$ cat src/rtl/input_event_capture.sv
// Debounced switch/button capture with a show-ahead event FIFO pulled through valid/ready.
// Optional feature: define AUTOREPEAT_EN to queue periodic repeat events for held buttons.
module input_event_capture #(
    parameter int TICK_DIV   = 100000,
    parameter int DEB_N      = 8,
    parameter int FIFO_DEPTH = 4,
    parameter int REP_DELAY  = 500,
    parameter int REP_PERIOD = 100
) (
    input  logic        IN_CLK,
    input  logic        IN_RST_N,
    input  logic [15:0] IN_SWITCH,
    input  logic [4:0]  IN_BTN,
    output logic [15:0] OUT_SWITCH,
    output logic [4:0]  OUT_BTN_LEVEL,
    output logic [4:0]  OUT_BTN_PRESS,
    output logic        OUT_EVT_VALID,
    output logic [5:0]  OUT_EVT_DATA,
    input  logic        IN_EVT_READY,
    output logic        OUT_OVF
);
    // Bit slots 0-4 are buttons, 5-20 are switches; lower slot drains first.
    localparam int NB = 21;
    localparam int TW = $clog2(TICK_DIV);
    localparam int SW = $clog2(DEB_N + 1);
    localparam int AW = $clog2(FIFO_DEPTH);

    typedef enum logic {ST_SEED, ST_RUN} state_e;

    state_e                   state_q, state_d;
    logic [TW-1:0]            tick_cnt_q, tick_cnt_d;
    logic [SW-1:0]            seed_cnt_q, seed_cnt_d;
    logic [NB-1:0]            sync1_q, sync1_d, sync2_q, sync2_d;
    logic [NB-1:0][DEB_N-1:0] hist_q, hist_d;
    logic [NB-1:0]            stable_q, stable_d;
    logic [NB-1:0]            pending_q, pending_d;
    logic [4:0]               pend_rep_q, pend_rep_d;
    logic [4:0]               press_q, press_d;
    logic                     ovf_q, ovf_d;
    logic [AW-1:0]            wr_ptr_q, wr_ptr_d, rd_ptr_q, rd_ptr_d;
    logic [AW:0]              count_q, count_d;
    logic [5:0]               mem_q [FIFO_DEPTH];

    logic          tick, push, pop, full, wr_en;
    logic [4:0]    sel_idx;
    logic [5:0]    push_data;
    logic [NB-1:0] flip;
    logic [4:0]    rep_fire;

`ifdef AUTOREPEAT_EN
    localparam int REP_MAX = (REP_DELAY > REP_PERIOD) ? REP_DELAY : REP_PERIOD;
    localparam int RW      = $clog2(REP_MAX + 1);
    logic [4:0][RW-1:0] rep_cnt_q, rep_cnt_d;
`endif

    // NOTE: every always_comb output gets a default first so no path can infer a latch.
    always_comb begin
        tick       = (tick_cnt_q == TW'(TICK_DIV - 1));
        tick_cnt_d = tick ? '0 : tick_cnt_q + 1'b1;
        sync1_d    = {IN_SWITCH, IN_BTN};
        sync2_d    = sync1_q;
        hist_d     = hist_q;
        stable_d   = stable_q;
        state_d    = state_q;
        seed_cnt_d = seed_cnt_q;
        flip       = '0;

        if (tick) begin
            for (int i = 0; i < NB; i++) begin
                hist_d[i] = {hist_q[i][DEB_N-2:0], sync2_q[i]};
                if (state_q == ST_SEED) begin
                    stable_d[i] = sync2_q[i];
                end else if ((&hist_d[i] && !stable_q[i]) || (~|hist_d[i] && stable_q[i])) begin
                    flip[i]     = 1'b1;
                    stable_d[i] = ~stable_q[i];
                end
            end
            if (state_q == ST_SEED) begin
                seed_cnt_d = seed_cnt_q + 1'b1;
                if (seed_cnt_q == SW'(DEB_N - 1)) state_d = ST_RUN;
            end
        end

        press_d = flip[4:0] & stable_d[4:0];

`ifdef AUTOREPEAT_EN
        // Counter holds ticks until the next repeat; zero means not armed.
        rep_cnt_d = rep_cnt_q;
        rep_fire  = '0;
        if (tick && state_q == ST_RUN) begin
            for (int i = 0; i < 5; i++) begin
                if (flip[i]) begin
                    rep_cnt_d[i] = stable_d[i] ? RW'(REP_DELAY) : '0;
                end else if (stable_q[i] && rep_cnt_q[i] != '0) begin
                    if (rep_cnt_q[i] == RW'(1)) begin
                        rep_fire[i]  = 1'b1;
                        rep_cnt_d[i] = RW'(REP_PERIOD);
                    end else begin
                        rep_cnt_d[i] = rep_cnt_q[i] - 1'b1;
                    end
                end
            end
        end
`else
        rep_fire = '0;
`endif

        pending_d  = pending_q;
        pend_rep_d = pend_rep_q;
        push_data  = '0;
        sel_idx    = '0;
        push       = |pending_q;
        for (int i = NB - 1; i >= 0; i--) begin
            if (pending_q[i]) sel_idx = 5'(i);
        end
        if (push) begin
            pending_d[sel_idx] = 1'b0;
            if (sel_idx < 5'd5) begin
                pend_rep_d[sel_idx[2:0]] = 1'b0;
                if (pend_rep_q[sel_idx[2:0]])
                    push_data = {2'b11, 1'b0, sel_idx[2:0]};
                else
                    push_data = {(stable_q[sel_idx] ? 2'b00 : 2'b01), 1'b0, sel_idx[2:0]};
            end else begin
                push_data = {2'b10, 4'(sel_idx - 5'd5)};
            end
        end
        pending_d  = pending_d | flip | {16'b0, rep_fire};
        pend_rep_d = pend_rep_d | rep_fire;

        // A pop frees the slot in the same cycle, so push+pop while full is lossless.
        pop      = (count_q != '0) && IN_EVT_READY;
        full     = (count_q == (AW + 1)'(FIFO_DEPTH));
        wr_en    = push && (!full || pop);
        ovf_d    = ovf_q | (push && full && !pop);
        wr_ptr_d = wr_en ? wr_ptr_q + 1'b1 : wr_ptr_q;
        rd_ptr_d = pop ? rd_ptr_q + 1'b1 : rd_ptr_q;
        case ({wr_en, pop})
            2'b10:   count_d = count_q + 1'b1;
            2'b01:   count_d = count_q - 1'b1;
            default: count_d = count_q;
        endcase
    end

    always_ff @(posedge IN_CLK or negedge IN_RST_N) begin
        if (!IN_RST_N) begin
            state_q    <= ST_SEED;
            tick_cnt_q <= '0;
            seed_cnt_q <= '0;
            sync1_q    <= '0;
            sync2_q    <= '0;
            hist_q     <= '0;
            stable_q   <= '0;
            pending_q  <= '0;
            pend_rep_q <= '0;
            press_q    <= '0;
            ovf_q      <= 1'b0;
            wr_ptr_q   <= '0;
            rd_ptr_q   <= '0;
            count_q    <= '0;
`ifdef AUTOREPEAT_EN
            rep_cnt_q  <= '0;
`endif
        end else begin
            state_q    <= state_d;
            tick_cnt_q <= tick_cnt_d;
            seed_cnt_q <= seed_cnt_d;
            sync1_q    <= sync1_d;
            sync2_q    <= sync2_d;
            hist_q     <= hist_d;
            stable_q   <= stable_d;
            pending_q  <= pending_d;
            pend_rep_q <= pend_rep_d;
            press_q    <= press_d;
            ovf_q      <= ovf_d;
            wr_ptr_q   <= wr_ptr_d;
            rd_ptr_q   <= rd_ptr_d;
            count_q    <= count_d;
`ifdef AUTOREPEAT_EN
            rep_cnt_q  <= rep_cnt_d;
`endif
        end
    end

    // NOTE: storage is not reset; the output mux hides stale entries while empty.
    always_ff @(posedge IN_CLK) begin
        if (wr_en) mem_q[wr_ptr_q] <= push_data;
    end

    assign OUT_SWITCH    = stable_q[20:5];
    assign OUT_BTN_LEVEL = stable_q[4:0];
    assign OUT_BTN_PRESS = press_q;
    assign OUT_OVF       = ovf_q;
    assign OUT_EVT_VALID = (count_q != '0);
    assign OUT_EVT_DATA  = OUT_EVT_VALID ? mem_q[rd_ptr_q] : '0;

endmodule
$ cat config.mk
export PLATFORM = sky130hd
export DESIGN_NAME = input_event_capture
export DESIGN_NICKNAME = d
export VERILOG_FILES = /design/src/rtl/input_event_capture.sv
export SDC_FILE = /design/constraint.sdc
export NUM_CORES = 1
export LEC_CHECK = 0
export ABC_AREA = 1
export CAP_MARGIN = 5
export CORE_UTILIZATION = 55
export DETAILED_ROUTE_END_ITERATION = 8
export GPL_TIMING_DRIVEN = 0
export PLACE_DENSITY = 0.76
export SLEW_MARGIN = 5
export SYNTH_ARGS = -nofsm -noshare
export SYNTH_HDL_FRONTEND = slang
export SYNTH_SLANG_ARGS = --single-unit
$ cat constraint.sdc
create_clock -name IN_CLK -period 2.24 [get_ports IN_CLK]
set_clock_uncertainty 0.1 [all_clocks]
set_input_delay 0.448 -clock IN_CLK [delete_from_list [all_inputs] [get_ports IN_CLK]]
set_output_delay 0.448 -clock IN_CLK [all_outputs]
set_load 0.02 [all_outputs]
==> Word level (Yosys, flattened, before mapping) <==
Memory sizes are Yosys's and may differ from the RTL's.
Cells that the tools add are included.
{ "totals": {"in_bits": 24, "mem_count": 1, "mem_bits_rw": 24, "regBits": 271, "out_inout_bits": 34} }
{ "op_classes": {"n_reduce_logical": 177, "n_eq_ne": 21, "n_lt_le_gt_ge": 5, "n_bitwise": 29, "n_addsub": 7, "n_mux": 127} }
{ "mem_list": {"columns": ["name", "depth", "width", "read_ports", "rd_clocked_by_memory_dff", "wr", "line", "source"], "rows": [
  ["mem_q", 4, 6, 1, 0, 1, "42", "logic [5:0] mem_q [FIFO_DEPTH];"]
]} }
{ "op_table": {"columns": ["cell", "count"], "rows": [
  ["8-bit AND reduction", 21],
  ["8-bit OR reduction", 21],
  ["5-bit 2-to-1 mux", 22],
  ["1-bit 2-to-1 mux", 93],
  ["1-bit logical AND", 48],
  ["1-bit logical NOT", 44],
  ["21-bit 2-to-1 mux", 2],
  ["2-bit AND reduction", 18],
  ["2-bit by 1-bit != test with 1-bit output, second input constant", 16],
  ["6-bit 2-to-1 mux", 4],
  ["1-bit logical OR", 22],
  ["1-bit NOT", 22],
  ["21-bit AND", 1],
  ["21-bit NOT", 1],
  ["21-bit bitwise OR", 1],
  ["21-bit OR reduction", 1],
  ["17-bit by 1-bit adder with 17-bit output, second input constant", 1],
  ["17-bit == test, second input constant", 1],
  ["17-bit 2-to-1 mux", 1],
  ["5-bit AND", 2],
  ["5-bit by 6-bit < comparator with 1-bit output, second input constant", 1],
  ["3-bit case mux with 2 select lines", 1],
  ["1-bit binary-select mux with 5-bit select", 1],
  ["1-bit demux with 5-bit select", 1],
  ["other kinds (19)", 20]
]} }

==> Logic depth before layout (Yosys ltp) <==
{ "depth": {"depth_word": 29, "mapped_depth": 28} }

==> Worst setup path after synthesis <==
OpenSTA, ideal clock, no wires.
{ "synth_path": {"kind": "register to register", "start": "register pending_q[18]", "end": "memory mem_q[0][2], data pin", "t_arrival_ns": 2.080, "path_stages_with_launch": 26, "setup_slack_ns": -0.120, "n_path_buf": 1, "period_less_slack_ns": 2.360, "required_time_ns": 1.961, "cell_sequence": "dfrtp_1 > inv_1 > nand2_1 > nand2_1 > nand2_1 > nand2_1 > nand2_1 > nand2_1 > nand2_1 > nand2_1 > nand2_1 > nand2_1 > nand2_1 > nand2_1 > nand2_1 > nand2_1 > nand2_1 > nand2_1 > nand2_2 > nand2_4 > nand2_8 > buf_12 > ha_1 > inv_1 > nand2_1 > a21oi_1"} }
{ "synth_between": {"elab_chain_len": 22, "word_cells_on_any_way": 25, "cone_classes": "add/sub (1); order compare (1); mux (22); reduce/logical (1)"} }
{ "synth_lines": {"columns": ["element", "line", "source"], "rows": [
  ["from (decl)", "36", "logic [NB-1:0] pending_q, pending_d;"],
  ["from (signal assigned)", "172", "pending_q <= pending_d;"],
  ["5-bit 2-to-1 mux (19 in series)", "114", "if (pending_q[i]) sel_idx = 5'(i);"],
  ["4-bit by 3-bit subtractor with 4-bit output, or another cell as far along", "125", "push_data = {2'b10, 4'(sel_idx - 5'd5)};"],
  ["6-bit 2-to-1 mux", "118", "if (sel_idx < 5'd5) begin"],
  ["6-bit 2-to-1 mux *", "116", "if (push) begin"],
  ["via push_data[2]", "46", "logic [5:0] push_data;"],
  ["to (decl)", "42", null]
]} }
Mark *: on every way through the listed nets, which the timed path passes. The rest lies on a longest branch.

==> Worst setup path in the final report <==
{ "layout_path": {"start": "register pending_q[18]", "end": "memory mem_q[3][4], data pin"} }
{ "layout_between": {"elab_chain_len": 25, "word_cells_on_any_way": 29, "cone_classes": "order compare (1); mux (27); reduce/logical (1)"} }
{ "layout_lines": {"columns": ["element", "line", "source"], "rows": [
  ["5-bit 2-to-1 mux (19 in series)", "114", null],
  ["1-bit binary-select mux with 5-bit select", "123", "push_data = {(stable_q[sel_idx] ? 2'b00 : 2'b01), 1'b0, sel_idx[2:0]};"],
  ["1-bit 2-to-1 mux (not written as such)", "123", null],
  ["1-bit 2-to-1 mux", "123", null],
  ["6-bit 2-to-1 mux", "120", "if (pend_rep_q[sel_idx[2:0]])"],
  ["6-bit 2-to-1 mux", "118", null],
  ["6-bit 2-to-1 mux *", "116", null],
  ["via push_data[4]", "46", null]
]} }
Mark *: on every way through the listed nets, which the timed path passes. The rest lies on a longest branch. The select of a mux whose other input is x is not followed.

==> metrics <==
Avg WL per Cell=17.53 um; Core ar.=22,850 sq um; Iter 0 DRT Violations=931; IO Count=58; die area=24,160 sq um; Synth area leaders=dfrtp_1 (52%), nand2_1 (11%), o21ai_0 (6.6%); Num CTS Buffers=31; Mapped Cells=1,469; first-pass GRT wire length=53.15 mm; antenna cells=0; Post-Syn Nets=1,505; die height=155.4 um; Slew HR=57.14%; CTS Sinks=295; fin area=16,110 sq um; Setup WS post-layout=-506.1 ps; largest area contributor in the netlist=dfrtp_1; crit end category=register; clock latency on the worst-skew pair=550 ps; Cell Area, Placed=13,990 sq um; Die Span X=155.4 um; gr usage total=28.01%; critical path type=reg2reg; Leak=7.483 nW; Tcrit/Tclk final=122.6%; H-tree depth=1; Synth cell types=41; CP max FO=10; Root Driver=clkbuf_16; fmax=364.2 MHz; startpoint types=register; minimum clock period=2746 ps; vias in the first global route=10,570; Antenna Nets Post-Route=0; Final #Nets=1,651; HPWL Detailed=21.58 mm; sequential cell area fraction in the yosys report=57.95%; share of layout cells above drive strength 1=16.53%; Power Dens Cells=705.6 nW/um^2; drt drc=0; leading cell type in the layout, fill and taps excluded=nand2_1; Hold WC Path Type=in2reg; commonest non-fill, non-tap cells in the layout=nand2_1 (365), dfrtp_1 (267), inv_1 (187); # port buffers=57; Slew @ Worst Pin=643.0 ps; crit-path max cell delay=400 ps; pin count of the biggest net entering global routing=111; Yosys Warn Count=0; Fin. Hold Viols=0; maximum vdd ir drop=0.5815 mV; failing checks=setup timing; total number of vias=11,027; initial antenna violation count=0; Mean Syn Cell Area=8.813 sq um; Seq cells post-synth=295; Routed WL=34.11 mm; Crit path arrival time=2950 ps; final core occ=70.50%; GRT overflow=0; via/cell ratio=5.666; slowest CP cell=dfrtp_1; final max-slew violation count=0; TritonRoute pass-1 iters=6; # rows=55; Reg clk slew, reported paths=60 ps; CTS Buffer Depth=3; most frequent cell on the critical path=nand2_1; Layout area overhead=24.42%; Required @ worst endpoint=2440 ps; RSZ-0062 raised after global routing=yes; Placer Congestion=0.9661; CTS tree=yes; status=finished with violations; initial core utilization=56.66%; Setup violations, final=50; top cell type's share of synthesized area=52.38%; Max Cap Viol=0; worst path cell trace=buf_4 -> nor2_1 -> nand3_1 -> o21ai_1 -> nand2_1 -> nand2_1 -> nand2_4 -> clkinv_4 -> nor2_1 -> buf_4 -> nand3_1 -> nand2_1 -> o21ai_2 -> nand3_2 -> nor2_4 -> nor2_4; Cell Area, Synth=12,950 sq um
## worst paths after layout
check	cells past startpoint	slack [ps]	start	to
worst max-delay path	16	-510	pending_q[18]	mem_q[3][4]
worst min-delay path	1	230	IN_BTN[2]	sync1_q[2]
worst max register to register	16	-510	pending_q[18]	mem_q[3][4]
worst min register to register	0	250	sync1_q[14]	sync2_q[14]
max in group asynchronous	4	330	IN_RST_N	hist_q[53]
min in group asynchronous	2	310	IN_RST_N	sync1_q[2]
## cell usage after synthesis (all sizes together)
master  instances
nand2         383
dfrtp         271
inv           208
o21ai         174
nor2           93
nand3          63
nor4           47
nand4          43
clkbuf         41
a21oi          30
edfxtp         24
a31oi          17
nor3           12
ha             11
mux2            7
o31ai           7
xor2            5
a211oi          4
buf             4
o21a            4
o41ai           4
xnor2           4
a22oi           3
o211ai          3
o22ai           3
clkinv          1
fa              1
o21bai          1
o32a            1
## where the power goes
group | internal (W) | switching [W] | total, W
Combinational | 0.000421 | 0.000552 | 0.000973
Sequential | 0.00547 | 0.0000887 | 0.00556
Clock | 0.00280 | 0.00203 | 0.00483
Total | 0.00870 | 0.00267 | 0.0114
## per-stage QoR
step | instances | setup WS [ps] | total power (W) | hold WS, ps | setup TNS, ps
6_report | 1946 | -506.1 | 0.01137 | 232.3 | -17670
5_1_grt | 1946 | -658.0 | 0.01176 | 218.9 | -26330
4_1_cts | 1923 | -363.1 | 0.01128 | 218.5 | -11010
3_5_place_dp | 1841 | -1020 | 0.006516 | 234.7 | -133360
3_3_place_gp | 1839 | -11870 | 0.006479 | 231.2 | -3067880
2_1_floorplan | 1469 | -58.49 | 0.006108 | 52.41 | -383.5
## worst max-delay path, delay by kind of cell (launching register included)
kind                   cells  cell delay [ps]
buffers and inverters      3              440
AOI/OAI and AO/OA          2              360
DFF                        1              400
and+or+nand+nor           11             1190
## cell type report
| cell class | instances | area, sq um |
|---|---|---|
| buffer | 44 | 337.8 |
| clock buffer | 45 | 879.6 |
| clock inverter | 6 | 58.81 |
| fill | 1657 | 6739 |
| inverter | 209 | 825.8 |
| multi-input combinational | 921 | 5020 |
| sequential | 295 | 7507 |
| tap | 313 | 391.6 |
| timing repair buffer | 113 | 1087 |
## cell families after synthesis
logic type | Yosys count | share of synthesized area (%)
AO/OA/AOI/OAI | 251 | 10.66
XOR/XNOR | 9 | 0.6088
adder cells (fa/ha/maj) | 12 | 1.218
buffers and inverters | 254 | 7.509
flip-flops | 295 | 57.95
multiplexers | 7 | 0.6089
AND/OR/NAND/NOR | 641 | 21.45
## repair_timing
item / in CTS / in global routing
setup buffers: 30 / 22
hold endpoints to repair: 60 / 0
cloned: 1 / 1
setup endpoints to repair: 249 / 228
pin swaps: 26 / 44
gates resized for setup: 161 / 165
hold buffers: 1 / 0
## sequential cells by signal (all words and copies together) (netlist names), 5 cells and up
name / count
stable_q: 21
OUT_BTN_PRESS: 5
pending_q: 21
hist_q: 147
tick_cnt_q: 17
pend_rep_q: 5
mem_q: 24
sync1_q: 21
sync2_q: 21
## per-layer routing
metal	global-route usage, %	routed length (um)	part of all wire, %	vias up
met1	36.61	13640	40	5309
met5	0	0	0	-
met3	5.710	2699	7.9	123
li1	-	-	-	5112
met2	44.35	16080	47	483
met4	14.71	1690	5.0	0
No activity file was read; power rests on OpenSTA's default activity.
